[config.mk]
export PLATFORM = sky130hd
export DESIGN_NAME = ascon_perm_sequencer_flat
export DESIGN_NICKNAME = d
export VERILOG_FILES = /design/src/rtl/ascon_perm_sequencer_if.sv /design/src/rtl/ascon_perm_sequencer.sv /design/src/flat_wrapper.sv
export SDC_FILE = /design/constraint.sdc
export NUM_CORES = 1
export LEC_CHECK = 0
export ABC_AREA = 1
export CAP_MARGIN = 5
export CORE_MARGIN = 5
export CORE_UTILIZATION = 30
export CTS_CLUSTER_DIAMETER = 150
export DETAILED_ROUTE_END_ITERATION = 12
export PLACE_DENSITY = 0.6
export SLEW_MARGIN = 20
export SYNTH_ARGS = -nofsm -noshare
export SYNTH_HDL_FRONTEND = slang
export SYNTH_SLANG_ARGS = --single-unit
[constraint.sdc]
create_clock -name clk -period 1.5 [get_ports clk]
set_clock_uncertainty 0.15 [all_clocks]
set_input_delay 0.15 -clock clk [delete_from_list [all_inputs] [get_ports clk]]
set_output_delay 0.15 -clock clk [all_outputs]
set_load 0.02 [all_outputs]
[src/rtl/ascon_perm_sequencer_if.sv]
// Handshake and datapath-control bundle between the SPI subnode/datapath
// (master side) and the Ascon permutation sequencer (slave side).
interface ascon_perm_sequencer_if;
  // Request side, driven by the SPI subnode
  logic       operation_ready;
  logic [2:0] operation_mode;
  logic       pause;

  // Datapath control, driven by the sequencer
  logic       perm_load;
  logic       perm_round_en;
  logic [3:0] perm_round_idx;
  logic       key_xor_hi;
  logic       key_xor_lo;
  logic       reg_128b_wrback_en;
  logic [1:0] reg_128b_wrback_sel;

  // Status back to the SPI subnode
  logic       operation_done;
  logic       busy;
  logic       error;

  modport master (
    output operation_ready, operation_mode, pause,
    input  perm_load, perm_round_en, perm_round_idx, key_xor_hi, key_xor_lo,
           reg_128b_wrback_en, reg_128b_wrback_sel, operation_done, busy, error
  );

  modport slave (
    input  operation_ready, operation_mode, pause,
    output perm_load, perm_round_en, perm_round_idx, key_xor_hi, key_xor_lo,
           reg_128b_wrback_en, reg_128b_wrback_sel, operation_done, busy, error
  );
endinterface

[src/rtl/ascon_perm_sequencer.sv]
// Ascon permutation sequencer: runs one operation (NOP, P12, P8, P6, INIT,
// FINAL) at a time, driving per-round enables, round-constant indices and the
// load / key-XOR / tag-writeback strobes of the permutation datapath.
// All outputs come straight from flops; a pause sampled on an edge holds the
// sequence position and blanks the strobes for the following cycle.
module ascon_perm_sequencer #(
  parameter int unsigned FIRST_IDX_P12 = 0,
  parameter int unsigned FIRST_IDX_P8  = 4,
  parameter int unsigned FIRST_IDX_P6  = 6,
  parameter int unsigned LAST_IDX      = 11
) (
  input  logic                   clk,
  input  logic                   rst,
  ascon_perm_sequencer_if.slave  bus
);

  localparam logic [3:0] IDX_P12  = 4'(FIRST_IDX_P12);
  localparam logic [3:0] IDX_P8   = 4'(FIRST_IDX_P8);
  localparam logic [3:0] IDX_P6   = 4'(FIRST_IDX_P6);
  localparam logic [3:0] IDX_LAST = 4'(LAST_IDX);
  localparam logic [1:0] TAG_REG  = 2'b10;

  typedef enum logic [2:0] {
    S_IDLE, S_LOAD, S_KXH, S_ROUND, S_KXL, S_WRBK, S_DONE
  } state_t;

  typedef enum logic [2:0] {
    M_NOP   = 3'd0,
    M_P12   = 3'd1,
    M_P8    = 3'd2,
    M_P6    = 3'd3,
    M_INIT  = 3'd4,
    M_FINAL = 3'd5,
    M_RSV6  = 3'd6,
    M_RSV7  = 3'd7
  } mode_t;

  state_t     state_q, state_d;
  mode_t      mode_q, mode_d;
  logic [3:0] round_cnt, round_cnt_d;
  logic       error_q, error_d;
  logic       stall;

  logic       perm_load_q;
  logic       perm_round_en_q;
  logic       key_xor_hi_q;
  logic       key_xor_lo_q;
  logic       wrback_en_q;
  logic [1:0] wrback_sel_q;
  logic       done_q;
  logic       busy_q;

  logic       round_last;
  // Counts 12..15 cannot be reached, but if present they end the round loop.
  assign round_last = (round_cnt >= IDX_LAST);

  // Next-state logic: start decode in IDLE, round walk, pause hold.
  always_comb begin
    // NOTE: every signal written here gets a default first so no latch is inferred.
    state_d     = state_q;
    mode_d      = mode_q;
    round_cnt_d = round_cnt;
    error_d     = error_q;
    stall       = 1'b0;

    unique case (state_q)
      S_IDLE: begin
        if (bus.operation_ready) begin
          mode_d      = mode_t'(bus.operation_mode);
          error_d     = 1'b0;
          round_cnt_d = 4'd0;
          unique case (mode_t'(bus.operation_mode))
            M_NOP:   state_d = S_DONE;
            M_P12: begin
              state_d     = S_ROUND;
              round_cnt_d = IDX_P12;
            end
            M_P8: begin
              state_d     = S_ROUND;
              round_cnt_d = IDX_P8;
            end
            M_P6: begin
              state_d     = S_ROUND;
              round_cnt_d = IDX_P6;
            end
            M_INIT:  state_d = S_LOAD;
            M_FINAL: state_d = S_KXH;
            M_RSV6, M_RSV7: begin
              state_d = S_DONE;
              error_d = 1'b1;
            end
            default: state_d = S_DONE;
          endcase
        end
      end

      S_LOAD, S_KXH: begin
        if (bus.pause) begin
          stall = 1'b1;
        end else begin
          state_d     = S_ROUND;
          round_cnt_d = 4'd0;
        end
      end

      S_ROUND: begin
        if (bus.pause) begin
          stall = 1'b1;
        end else if (!round_last) begin
          round_cnt_d = round_cnt + 4'd1;
        end else if (mode_q == M_INIT || mode_q == M_FINAL) begin
          state_d = S_KXL;
        end else begin
          state_d = S_DONE;
        end
      end

      S_KXL: begin
        if (bus.pause) begin
          stall = 1'b1;
        end else if (mode_q == M_FINAL) begin
          state_d = S_WRBK;
        end else begin
          state_d = S_DONE;
        end
      end

      S_WRBK: begin
        if (bus.pause) begin
          stall = 1'b1;
        end else begin
          state_d = S_DONE;
        end
      end

      S_DONE: state_d = S_IDLE;

      default: state_d = S_IDLE;
    endcase
  end

  // Sequencer registers: state, counters and the registered decode of the
  // state being entered (blanked while the current position is held).
  always_ff @(posedge clk) begin
    // NOTE: non-blocking assignments so every flop samples pre-edge values.
    if (rst) begin
      state_q         <= S_IDLE;
      mode_q          <= M_NOP;
      round_cnt       <= 4'd0;
      error_q         <= 1'b0;
      perm_load_q     <= 1'b0;
      perm_round_en_q <= 1'b0;
      key_xor_hi_q    <= 1'b0;
      key_xor_lo_q    <= 1'b0;
      wrback_en_q     <= 1'b0;
      wrback_sel_q    <= 2'b00;
      done_q          <= 1'b0;
      busy_q          <= 1'b0;
    end else begin
      state_q         <= state_d;
      mode_q          <= mode_d;
      round_cnt       <= round_cnt_d;
      error_q         <= error_d;
      perm_load_q     <= !stall && (state_d == S_LOAD);
      perm_round_en_q <= !stall && (state_d == S_ROUND);
      key_xor_hi_q    <= !stall && (state_d == S_KXH);
      key_xor_lo_q    <= !stall && (state_d == S_KXL);
      wrback_en_q     <= !stall && (state_d == S_WRBK);
      wrback_sel_q    <= (!stall && (state_d == S_WRBK)) ? TAG_REG : 2'b00;
      done_q          <= !stall && (state_d == S_DONE);
      busy_q          <= (state_d != S_IDLE);
    end
  end

  assign bus.perm_load           = perm_load_q;
  assign bus.perm_round_en       = perm_round_en_q;
  assign bus.perm_round_idx      = round_cnt;
  assign bus.key_xor_hi          = key_xor_hi_q;
  assign bus.key_xor_lo          = key_xor_lo_q;
  assign bus.reg_128b_wrback_en  = wrback_en_q;
  assign bus.reg_128b_wrback_sel = wrback_sel_q;
  assign bus.operation_done      = done_q;
  assign bus.busy                = busy_q;
  assign bus.error               = error_q;

endmodule

[src/flat_wrapper.sv]
// flat-port wrapper written by rule: the top's interface ports become plain ports
module ascon_perm_sequencer_flat 
#(
  parameter int unsigned FIRST_IDX_P12 = 0,
  parameter int unsigned FIRST_IDX_P8  = 4,
  parameter int unsigned FIRST_IDX_P6  = 6,
  parameter int unsigned LAST_IDX      = 11
)
  (clk, rst, bus_operation_ready, bus_operation_mode, bus_pause, bus_perm_load, bus_perm_round_en, bus_perm_round_idx, bus_key_xor_hi, bus_key_xor_lo, bus_reg_128b_wrback_en, bus_reg_128b_wrback_sel, bus_operation_done, bus_busy, bus_error);
  ascon_perm_sequencer_if bus_i ();
  input  logic clk;
  input  logic rst;
  input wire logic [$bits(bus_i.operation_ready)-1:0] bus_operation_ready;
  input wire logic [$bits(bus_i.operation_mode)-1:0] bus_operation_mode;
  input wire logic [$bits(bus_i.pause)-1:0] bus_pause;
  output wire logic [$bits(bus_i.perm_load)-1:0] bus_perm_load;
  output wire logic [$bits(bus_i.perm_round_en)-1:0] bus_perm_round_en;
  output wire logic [$bits(bus_i.perm_round_idx)-1:0] bus_perm_round_idx;
  output wire logic [$bits(bus_i.key_xor_hi)-1:0] bus_key_xor_hi;
  output wire logic [$bits(bus_i.key_xor_lo)-1:0] bus_key_xor_lo;
  output wire logic [$bits(bus_i.reg_128b_wrback_en)-1:0] bus_reg_128b_wrback_en;
  output wire logic [$bits(bus_i.reg_128b_wrback_sel)-1:0] bus_reg_128b_wrback_sel;
  output wire logic [$bits(bus_i.operation_done)-1:0] bus_operation_done;
  output wire logic [$bits(bus_i.busy)-1:0] bus_busy;
  output wire logic [$bits(bus_i.error)-1:0] bus_error;
  assign bus_i.operation_ready = bus_operation_ready;
  assign bus_i.operation_mode = bus_operation_mode;
  assign bus_i.pause = bus_pause;
  assign bus_perm_load = bus_i.perm_load;
  assign bus_perm_round_en = bus_i.perm_round_en;
  assign bus_perm_round_idx = bus_i.perm_round_idx;
  assign bus_key_xor_hi = bus_i.key_xor_hi;
  assign bus_key_xor_lo = bus_i.key_xor_lo;
  assign bus_reg_128b_wrback_en = bus_i.reg_128b_wrback_en;
  assign bus_reg_128b_wrback_sel = bus_i.reg_128b_wrback_sel;
  assign bus_operation_done = bus_i.operation_done;
  assign bus_busy = bus_i.busy;
  assign bus_error = bus_i.error;
  ascon_perm_sequencer #(.FIRST_IDX_P12(FIRST_IDX_P12), .FIRST_IDX_P8(FIRST_IDX_P8), .FIRST_IDX_P6(FIRST_IDX_P6), .LAST_IDX(LAST_IDX)) u_core (.clk(clk), .rst(rst), .bus(bus_i));
endmodule
* Yosys cells after proc, flatten, opt, wreduce, memory -nomap -nowiden *
Index checks and enable logic that the tools add are counted.

operators by class
  add/subtract/negate cells = 1
  muxes and demuxes = 20
  equal/unequal tests = 24
  reduce and logical (&&, ||, !) cells = 19
  $lt $le $gt $ge = 1

operators by type and width
  kind                                                                   count
  3-bit equality test, second input constant                             11
  3-bit by 2-bit equality test with 1-bit output, second input constant  6
  3-bit 2-to-1 mux                                                       6
  4-bit 2-to-1 mux                                                       4
  3-bit case mux with 5 select lines                                     1
  3-bit case mux with 4 select lines                                     1
  4-bit case mux with 3 select lines                                     1
  3-bit by 1-bit equality test with 1-bit output, second input constant  3
  2-bit inequality test, second input constant                           4
  1-bit logical AND                                                      6
  3-bit zero test                                                        2
  2-bit 2-to-1 mux                                                       3
  3-bit case mux with 2 select lines                                     1
  3-bit nonzero test                                                     2
  3-bit OR reduction                                                     2
  5-bit AND reduction                                                    1
  5-bit OR reduction                                                     1
  4-bit by 1-bit adder with 4-bit output, second input constant          1
  4-bit greater-or-equal comparator, second input constant               1
  2-bit OR reduction                                                     2
  1-bit 2-to-1 mux                                                       3
  2-bit AND reduction                                                    1
  1-bit zero test                                                        1
  1-bit logical OR                                                       1

word-level totals
  input bits = 7
  register bits = 20
  output and inout bits = 14
  logic and storage cells = 77

* Depth between registers and ports, before layout *
Gate-level depths: netlist of run 1.

  depth in word-level cells = 9
  gate-level depth with buffers = 10
  depth with buffers taken out = 10

* Least setup slack after synthesis of run 1 *
OpenSTA, ideal clock, no wires.

  kind = reg-to-reg
  start = reg u_core.round_cnt[0], in the netlist u_core.bus.perm_round_idx[0]
  end = reg u_core.busy_q, in the netlist u_core.bus.busy
  arrival = 1.346 ns
  setup slack = -0.108 ns
  required time = 1.237 ns
  path buffers = 0
  clock period less this slack = 1.608 ns
  cell stages (with the launch flop) = 11
  setup time = 0.113 ns
  path through = dfxtp_1 > ha_1 > inv_1 > nand2_1 > nand3_1 > nand2_1 > nand3_1 > nor2_4 > nand2_1 > nand2_1 > nand2_1

between the ends
  cells in the longest elaborated chain, start to end = 5

ends and longest elaborated chain
  what                                line                         text
  from (decl)                         ascon_perm_sequencer.sv:40   logic [3:0] round_cnt, round_cnt_d;
  from (signal assigned)              ascon_perm_sequencer.sv:162  round_cnt <= round_cnt_d;
  4-bit greater-or-equal comparator   ascon_perm_sequencer.sv:55   assign round_last = (round_cnt >= IDX_LAST);
  3-bit 2-to-1 mux                    ascon_perm_sequencer.sv:109  end else if (!round_last) begin
  3-bit 2-to-1 mux                    ascon_perm_sequencer.sv:107  if (bus.pause) begin
  3-bit case mux with 5 select lines  ascon_perm_sequencer.sv:66   unique case (state_q)
  3-bit nonzero test                  ascon_perm_sequencer.sv:171  busy_q <= (state_d != S_IDLE);
  to (signal assigned)                ascon_perm_sequencer.sv:171
  to (decl)                           ascon_perm_sequencer.sv:51   logic busy_q;

No other way between the ends.
A chain may end at the register's enable or synchronous reset.

* Final worst setup path of run 1 *
  start = reg u_core.round_cnt[1], in the netlist u_core.bus.perm_round_idx[1]
  end = reg u_core.busy_q, in the netlist u_core.bus.busy

The elaborated chain is that of the path after synthesis.

==> flow_metrics.tcl, run 1 <==
set metrics [dict create \
    htreeDepth 1 \
    seq_area_frac_synth_pct 36.6 \
    grt_max_degree 11 \
    drt-vias-per-instance 4.37 \
    min_to "u_core.bus.error" \
    reg2reg_to "u_core.bus.busy" \
    cp.arrival_ns 1.49 \
    remaining_drc_errors 0 \
    critical_path.max_stage_delay_ns 0.37 \
    post-route-period-util_pct 95.9 \
    powerDensity_nw_per_um2 1220 \
    synth_seq_cells 18 \
    grt_pass1_wl_um 3840 \
    p_total_mw 1.72 \
    hold_viol 0 \
    synthFlopType "dfxtp_1" \
    final_area_sq_um 1420 \
    hp-start "u_core.bus.error" \
    pwr-share-seq_pct 36.6 \
    netlist_area_sq_um 985 \
    fin_setup_tns_ns 0 \
    rsz0062_at_grt "true" \
    synth.net_count 155 \
    syn_to_final_growth_pct 43.7 \
    largest_register_ff_count 4 \
    dpl_cell_area_sq_um 1310 \
    finalNonFillerCells 227 \
    final_max_slew_viol_count 0 \
    n_antenna_cell 0 \
    cpMostUsedCell "nand2_2" \
    yosys.area.top_type "dfxtp_1" \
    antenna_left 0 \
    clock.fmax_mhz 695 \
    pwr-share-comb_pct 45.7 \
    wl_per_cell_um 10.4 \
    clk_latency_ns 0.30 \
    clockPowerShare_pct 17.6 \
    netlist_instances 147 \
    placed_cells 220 \
    synth_edf_count 0 \
    timing.hold.ws_ns 0.354 \
    track_usage_pct 11.3 \
    cp-start-kind "flop" \
    pin_count 21 \
    clk_pin_slew_ns 0.11 \
    status "complete, no violations" \
    nNetsFinal 192 \
    dp_hpwl_um 1860 \
    synth_commonest_cells "nand2_1, nor2_1, dfxtp_1, nand3_1, inv_1" \
    crit_fanout 4 \
    dieHeight_um 67.3 \
    cp_slowest_cell "dfxtp_2" \
    antenna_found_initial 0 \
    synth_area_per_cell_sq_um 6.70 \
    worstSetupPathType "reg -> reg" \
    cts_tree "yes" \
    r2r_slack_ns 0.06 \
    ys_types 21 \
    drtPass1Iterations 4 \
    rows 20 \
    cp_cell_sequence "ha_4 -> inv_2 -> nand2_2 -> nand3_2 -> nand2_2 -> nand3_2 -> nor2_4 -> nand2_2 -> nand2_1 -> nand2_1" \
    rr_worst_depth 10 \
    vias 993 \
    grt_pass1_vias 911 \
    setup_viol 0 \
    synth_top_area_share_pct 36.6 \
    die_area_sq_um 4530 \
    maxCapViolations 0 \
    gp_congestion 0.830 \
    min_path_cells 2 \
    ys_warn_count 0 \
    yosysMostFrequentCell "nand2_1" \
    async_flop_share_pct 0 \
    initial_core_util_pct 31.7 \
    numClockSinks 18 \
    swShare_pct 39.5 \
    layout_min_cycle_time_ns 1.44 \
    totalWireLength_um 2350 \
    cts_buffers 3 \
    required_ns 1.56 \
    place.port_buffers 19 \
    crit_path_end_kind "flop" \
    peakVddDrop_uv 530 \
    grt_overflow_total 0 \
    drive_gt1_share_pct 33.9 \
    p_int_mw 1.04 \
    clockRootBuffer "clkbuf_4" \
    p_leak_nw 0.685 \
    postCtsHoldBufs 0 \
    dieWidth_um 67.3 \
    cts_buffer_depth 2 \
    r2r-start "u_core.bus.perm_round_idx[1]" \
    core_region_area_sq_um 3100 \
    drt-initial-drc-count 34 \
    ys_top_cells_by_area "dfxtp_1, nand2_1, nor2_1" \
    hold_class "reg -> reg" \
    netSwitchingPower_mw 0.681 \
]
layout by cell type, fill, tap and decap left out, drive strengths merged:
cell           synthesis  layout
nand4                  2       2
dfxtp                 18      18
dlygate4sd2            0      13
conb                   1       1
a21oi                  7       7
o21ai                  7       7
inv                   17      17
buf                    2      15
clkdlybuf4s50          0       6
nor2                  28      28
a211oi                 1       1
ha                     1       1
nand3                 17      17
nand2                 44      44
or2                    1       1
clkinv                 1       1
clkbuf                 0       4
final cells by class:
class | instances | area, sq um
clock buffers | 4 | 36.3
fillers | 329 | 1690
inverters | 18 | 71.3
multi-input cells | 109 | 593
flip-flops and latches | 18 | 373
well taps | 44 | 55.1
repair buffers | 34 | 287
worst max-delay path by stage:
stage / from / endpoint / cells past startpoint
6_report: u_core.bus.perm_round_idx[1] / u_core.bus.busy / 10
5_1_grt: u_core.bus.perm_round_idx[1] / u_core.bus.busy / 10
4_1_cts: u_core.state_q[1] / u_core.bus.busy / 9
3_5_place_dp: bus_pause / u_core.bus.busy / 9
3_3_place_gp: bus_pause / u_core.bus.busy / 9
2_1_floorplan: u_core.bus.perm_round_idx[1] / u_core.bus.busy / 10
cell families after synthesis:
logic type                 Yosys count  share of synthesized area (%)
buffers and inverters               20                           8.51
other                                1                          0.381
adders and majority gates            1                           1.27
DFF                                 18                           36.6
and+or+nand+nor                     92                           44.6
AOI/OAI and AO/OA                   15                           8.64
metal layers:
metal	up-vias	wire, um	share of wire [%]	GRT usage, %
li1	531	-	-	-
met1	436	1100	47	14.6
met2	21	1090	46	17.5
met3	5	104	4.4	1.83
met4	0	64	2.7	6.84
met5	-	0	0	0
power by group through the flow:
stage               combinational, mW  clock (mW)  sequential (mW)
floorplan                       0.408           0            0.687
global placement                0.734           0            0.626
detailed placement              0.743           0            0.630
CTS                             0.723       0.308            0.623
global route                    0.884       0.322            0.642
finish                          0.787       0.304            0.631
worst max-delay path, delay by kind of cell, from the launching register on:
kind / cells / cell delay (ns)
flops: 1 / 0.37
buf+inv: 1 / 0.03
simple gates: 8 / 0.65
fa+ha+maj: 1 / 0.15
through the flow:
step | worst slack, ns | utilization (%)
finish | 0.0608 | 45.6
global placement | -0.151 | 42.2
detailed placement | -0.211 | 42.2
global route | -0.00852 | 45.6
floorplan | 0.00349 | -
CTS | 0.0145 | 43.6
repair_timing:
| action | 4_1_cts | 5_1_grt |
|---|---|---|
| pin swaps | 1 | 5 |
| gates cloned | 0 | 0 |
| endpoints found under the setup margin | 18 | 13 |
| resized for setup | 18 | 16 |
| buffers inserted | 0 | 3 |
(Power assumes the default switching activity.)
==> inputs of run 2 (changes only) <==
--- a/config.mk
+++ b/config.mk
@@ -5,13 +5,14 @@
 export SDC_FILE = /design/constraint.sdc
 export NUM_CORES = 1
 export LEC_CHECK = 0
-export ABC_AREA = 1
+export ABC_CLOCK_PERIOD_IN_PS = 1500
 export CAP_MARGIN = 5
 export CORE_MARGIN = 5
 export CORE_UTILIZATION = 30
 export CTS_CLUSTER_DIAMETER = 150
+export CTS_CLUSTER_SIZE = 40
 export DETAILED_ROUTE_END_ITERATION = 12
-export PLACE_DENSITY = 0.6
+export PLACE_DENSITY = 0.59
 export SLEW_MARGIN = 20
 export SYNTH_ARGS = -nofsm -noshare
 export SYNTH_HDL_FRONTEND = slang
==> run 2 against run 1 <==
Compared with the run above: the flow now finishes with violations (setup timing); global-route usage increased by 2.1 points; flip-flop and latch count unchanged; largest power group unchanged; critical path depth decreased by 5; utilization increased by 3.9 points; clock-buffer cell count unchanged.
==> flow_metrics.tcl, run 2 <==
set metrics [dict create \
    ys_top_cells_by_area "dfxtp_1, nor2_1, nor3b_2" \
    status "finished, violations left" \
    hold_class "in -> reg" \
    synth_edf_count 0 \
    synth_compound_area_share_pct 23.9 \
    clk_pin_slew_ns 0.12 \
    critical_path.max_stage_delay_ns 0.38 \
    antenna_found_initial 0 \
    netlist_area_sq_um 1020 \
    yosysMostFrequentCell "dfxtp_1" \
    hold_viol 0 \
    cp-start-kind "flop" \
    ys_types 46 \
    cts_buffer_depth 2 \
    violations "setup timing" \
    synth_xor_xnor_area_share_pct 0 \
    synthAdderAreaFrac_pct 1.23 \
    clock.fmax_mhz 593 \
    fin_setup_tns_ns -1.71 \
    synth_top_area_share_pct 35.4 \
    track_usage_pct 13.4 \
    nNetsFinal 163 \
    final_max_slew_viol_count 0 \
    synth_top_family_by_area "simple AND/OR/NAND/NOR gates" \
    cp_cell_sequence "buf_6 -> or3_4 -> a31oi_4 -> a21bo_4 -> nor3b_2" \
    path_buf_inv 1 \
    postCtsHoldBufs 0 \
    ys_warn_count 0 \
    layout_common_cells "buf_4, dlygate4sd2_1, dfxtp_1" \
    maxCapViolations 0 \
    synthFlopType "dfxtp_1" \
    layout_min_cycle_time_ns 1.69 \
    grt_max_degree 13 \
    worstSetupPathType "reg -> reg" \
    synth_area_per_cell_sq_um 9.69 \
    required_ns 1.57 \
    totalWireLength_um 2790 \
    powerDensity_nw_per_um2 950 \
    vias 976 \
    dieWidth_um 68.2 \
    n_antenna_cell 0 \
    fin_ws_ns -0.188 \
    clk_latency_ns 0.30 \
    pin_count 21 \
    dp_hpwl_um 2110 \
    timing.hold.ws_ns 0.199 \
    synth.net_count 113 \
    cts_buffers 3 \
    cp_slowest_cell "dfxtp_4" \
    layout_commonest_cell "buf_4" \
    crit_family "simple AND/OR/NAND/NOR gates" \
    seq_area_frac_synth_pct 35.4 \
    cp.arrival_ns 1.76 \
    post-route-period-util_pct 113 \
    crit_fanout 4 \
    numClockSinks 18 \
    grt_overflow_total 0 \
    largest_register_ff_count 4 \
    synth_mux_area_share_pct 2.95 \
    clockRootBuffer "clkbuf_4" \
    async_flop_share_pct 0 \
    drive_gt1_share_pct 49.4 \
    antenna_left 0 \
    drt-vias-per-instance 4.88 \
    remaining_drc_errors 0 \
    synth_commonest_cells "dfxtp_1, nor2_1, a21oi_1, nand3_1, o21ai_0" \
    peakVddDrop_uv 310 \
    rsz0062_at_grt "true" \
    p_leak_nw 0.725 \
    drtPass1Iterations 4 \
    drt-initial-drc-count 48 \
    setup_viol 13 \
    gp_congestion 0.847 \
    grt_pass1_vias 1020 \
    rows 21 \
    grt_pass1_wl_um 4700 \
    die_area_sq_um 4660 \
    yosys.area.top_type "dfxtp_1" \
    initial_core_util_pct 30.7 \
    synth_seq_cells 18 \
    syn_to_final_growth_pct 61.3 \
    wl_per_cell_um 14.0 \
    crit_path_end_kind "flop" \
    htreeDepth 1 \
    dieHeight_um 68.2 \
    netlist_instances 105 \
    synth-simple-area-share_pct 30.3 \
    core_region_area_sq_um 3310 \
    place.port_buffers 19 \
    cts_tree "yes" \
]
==> run 2: cell types whose count changed in the layout (fill, tap and decap cells not counted), moves of 4 or more <==
cell,change
buf_4,+13
clkdlybuf4s50_1,-4
dlygate4sd2_1,+4
inv_1,-8
inv_2,-5
nand2_1,-27
nand2_2,-16
nand3_1,-8
nor2_1,-15
nor2_4,-4
nor3b_2,+4
==> run 2: kinds of logic (layout without fill, tap and decap cells) <==
kind of cell / after synthesis / in the layout
simple gates: 42 / 42
compound gates: 31 / 31
flops: 18 / 18
buf+inv: 9 / 58
mux: 3 / 3
fa+ha+maj: 1 / 1
other cells: 1 / 1
==> run 2: through the flow <==
stage / util (%) / total power [mW] / std cells / worst slack, ns / instance area (sq um)
after floorplan: - / 0.909 / 105 / -0.183 / 1060
after global placement: 44.3 / 1.15 / 190 / -0.469 / 1470
after detailed placement: 44.3 / 1.17 / 190 / -0.533 / 1470
after CTS: 48.9 / 1.55 / 200 / -0.172 / 1620
after global routing: 49.5 / 1.64 / 200 / -0.255 / 1640
final: 49.5 / 1.56 / 200 / -0.188 / 1640
==> run 2: cell type report <==
class | instances | area [sq um]
Fill cell | 347 | 1670
Sequential cell | 18 | 382
Inverter | 3 | 11.3
Clock buffer | 4 | 36.3
Multi-Input combinational cell | 78 | 721
Timing Repair Buffer | 51 | 433
Tap cell | 46 | 57.6
==> run 2: final timing paths <==
check	cells after the start	start	slack, ns	end
worst max-delay path	5	u_core.state_q[0]	-0.19	u_core.bus.reg_128b_wrback_sel[1]
worst min register to register	2	u_core.bus.error	0.33	u_core.bus.error
worst max register to register	5	u_core.state_q[0]	-0.19	u_core.bus.reg_128b_wrback_sel[1]
worst min-delay path	4	bus_operation_mode[0]	0.20	u_core.mode_q[0]
==> run 2: worst reg2reg max path, stage by stage (launching register included) <==
cell	delay [ns]
dfxtp_4	0.38
buf_6	0.12
or3_4	0.34
a31oi_4	0.20
a21bo_4	0.27
nor3b_2	0.17
==> run 2: repair_timing <==
| action | in CTS | in global routing |
|---|---|---|
| cloned | 0 | 0 |
| endpoints found under the setup margin | 27 | 14 |
| pin swaps | 14 | 3 |
| setup buffers | 6 | 0 |
| resized for setup | 39 | 5 |
==> run 2: power breakdown <==
group	internal (mW)	switching [mW]	total [mW]	leakage (nW)
Combinational	0.361	0.312	0.673	0.553
Sequential	0.528	0.0441	0.572	0.151
Clock	0.148	0.164	0.312	0.0210
Total	1.04	0.521	1.56	0.725
==> run 2: routing by layer <==
metal  global-route usage, %  vias to the layer above  part of all wire [%]
met4                    4.47                        0                  0.61
met5                       0                        -                     0
li1                        -                      485                     -
met1                    15.7                      462                    41
met2                    24.8                       25                    54
met3                    1.64                        4                   4.1
==> inputs of run 3 (changes only) <==
--- a/config.mk
+++ b/config.mk
@@ -12,6 +12,7 @@
 export CTS_CLUSTER_DIAMETER = 150
 export CTS_CLUSTER_SIZE = 40
 export DETAILED_ROUTE_END_ITERATION = 12
+export GPL_ROUTABILITY_DRIVEN = 0
 export PLACE_DENSITY = 0.59
 export SLEW_MARGIN = 20
 export SYNTH_ARGS = -nofsm -noshare
==> results of run 3 <==
Final layout, timing and power as in run 2 (identical DEF).
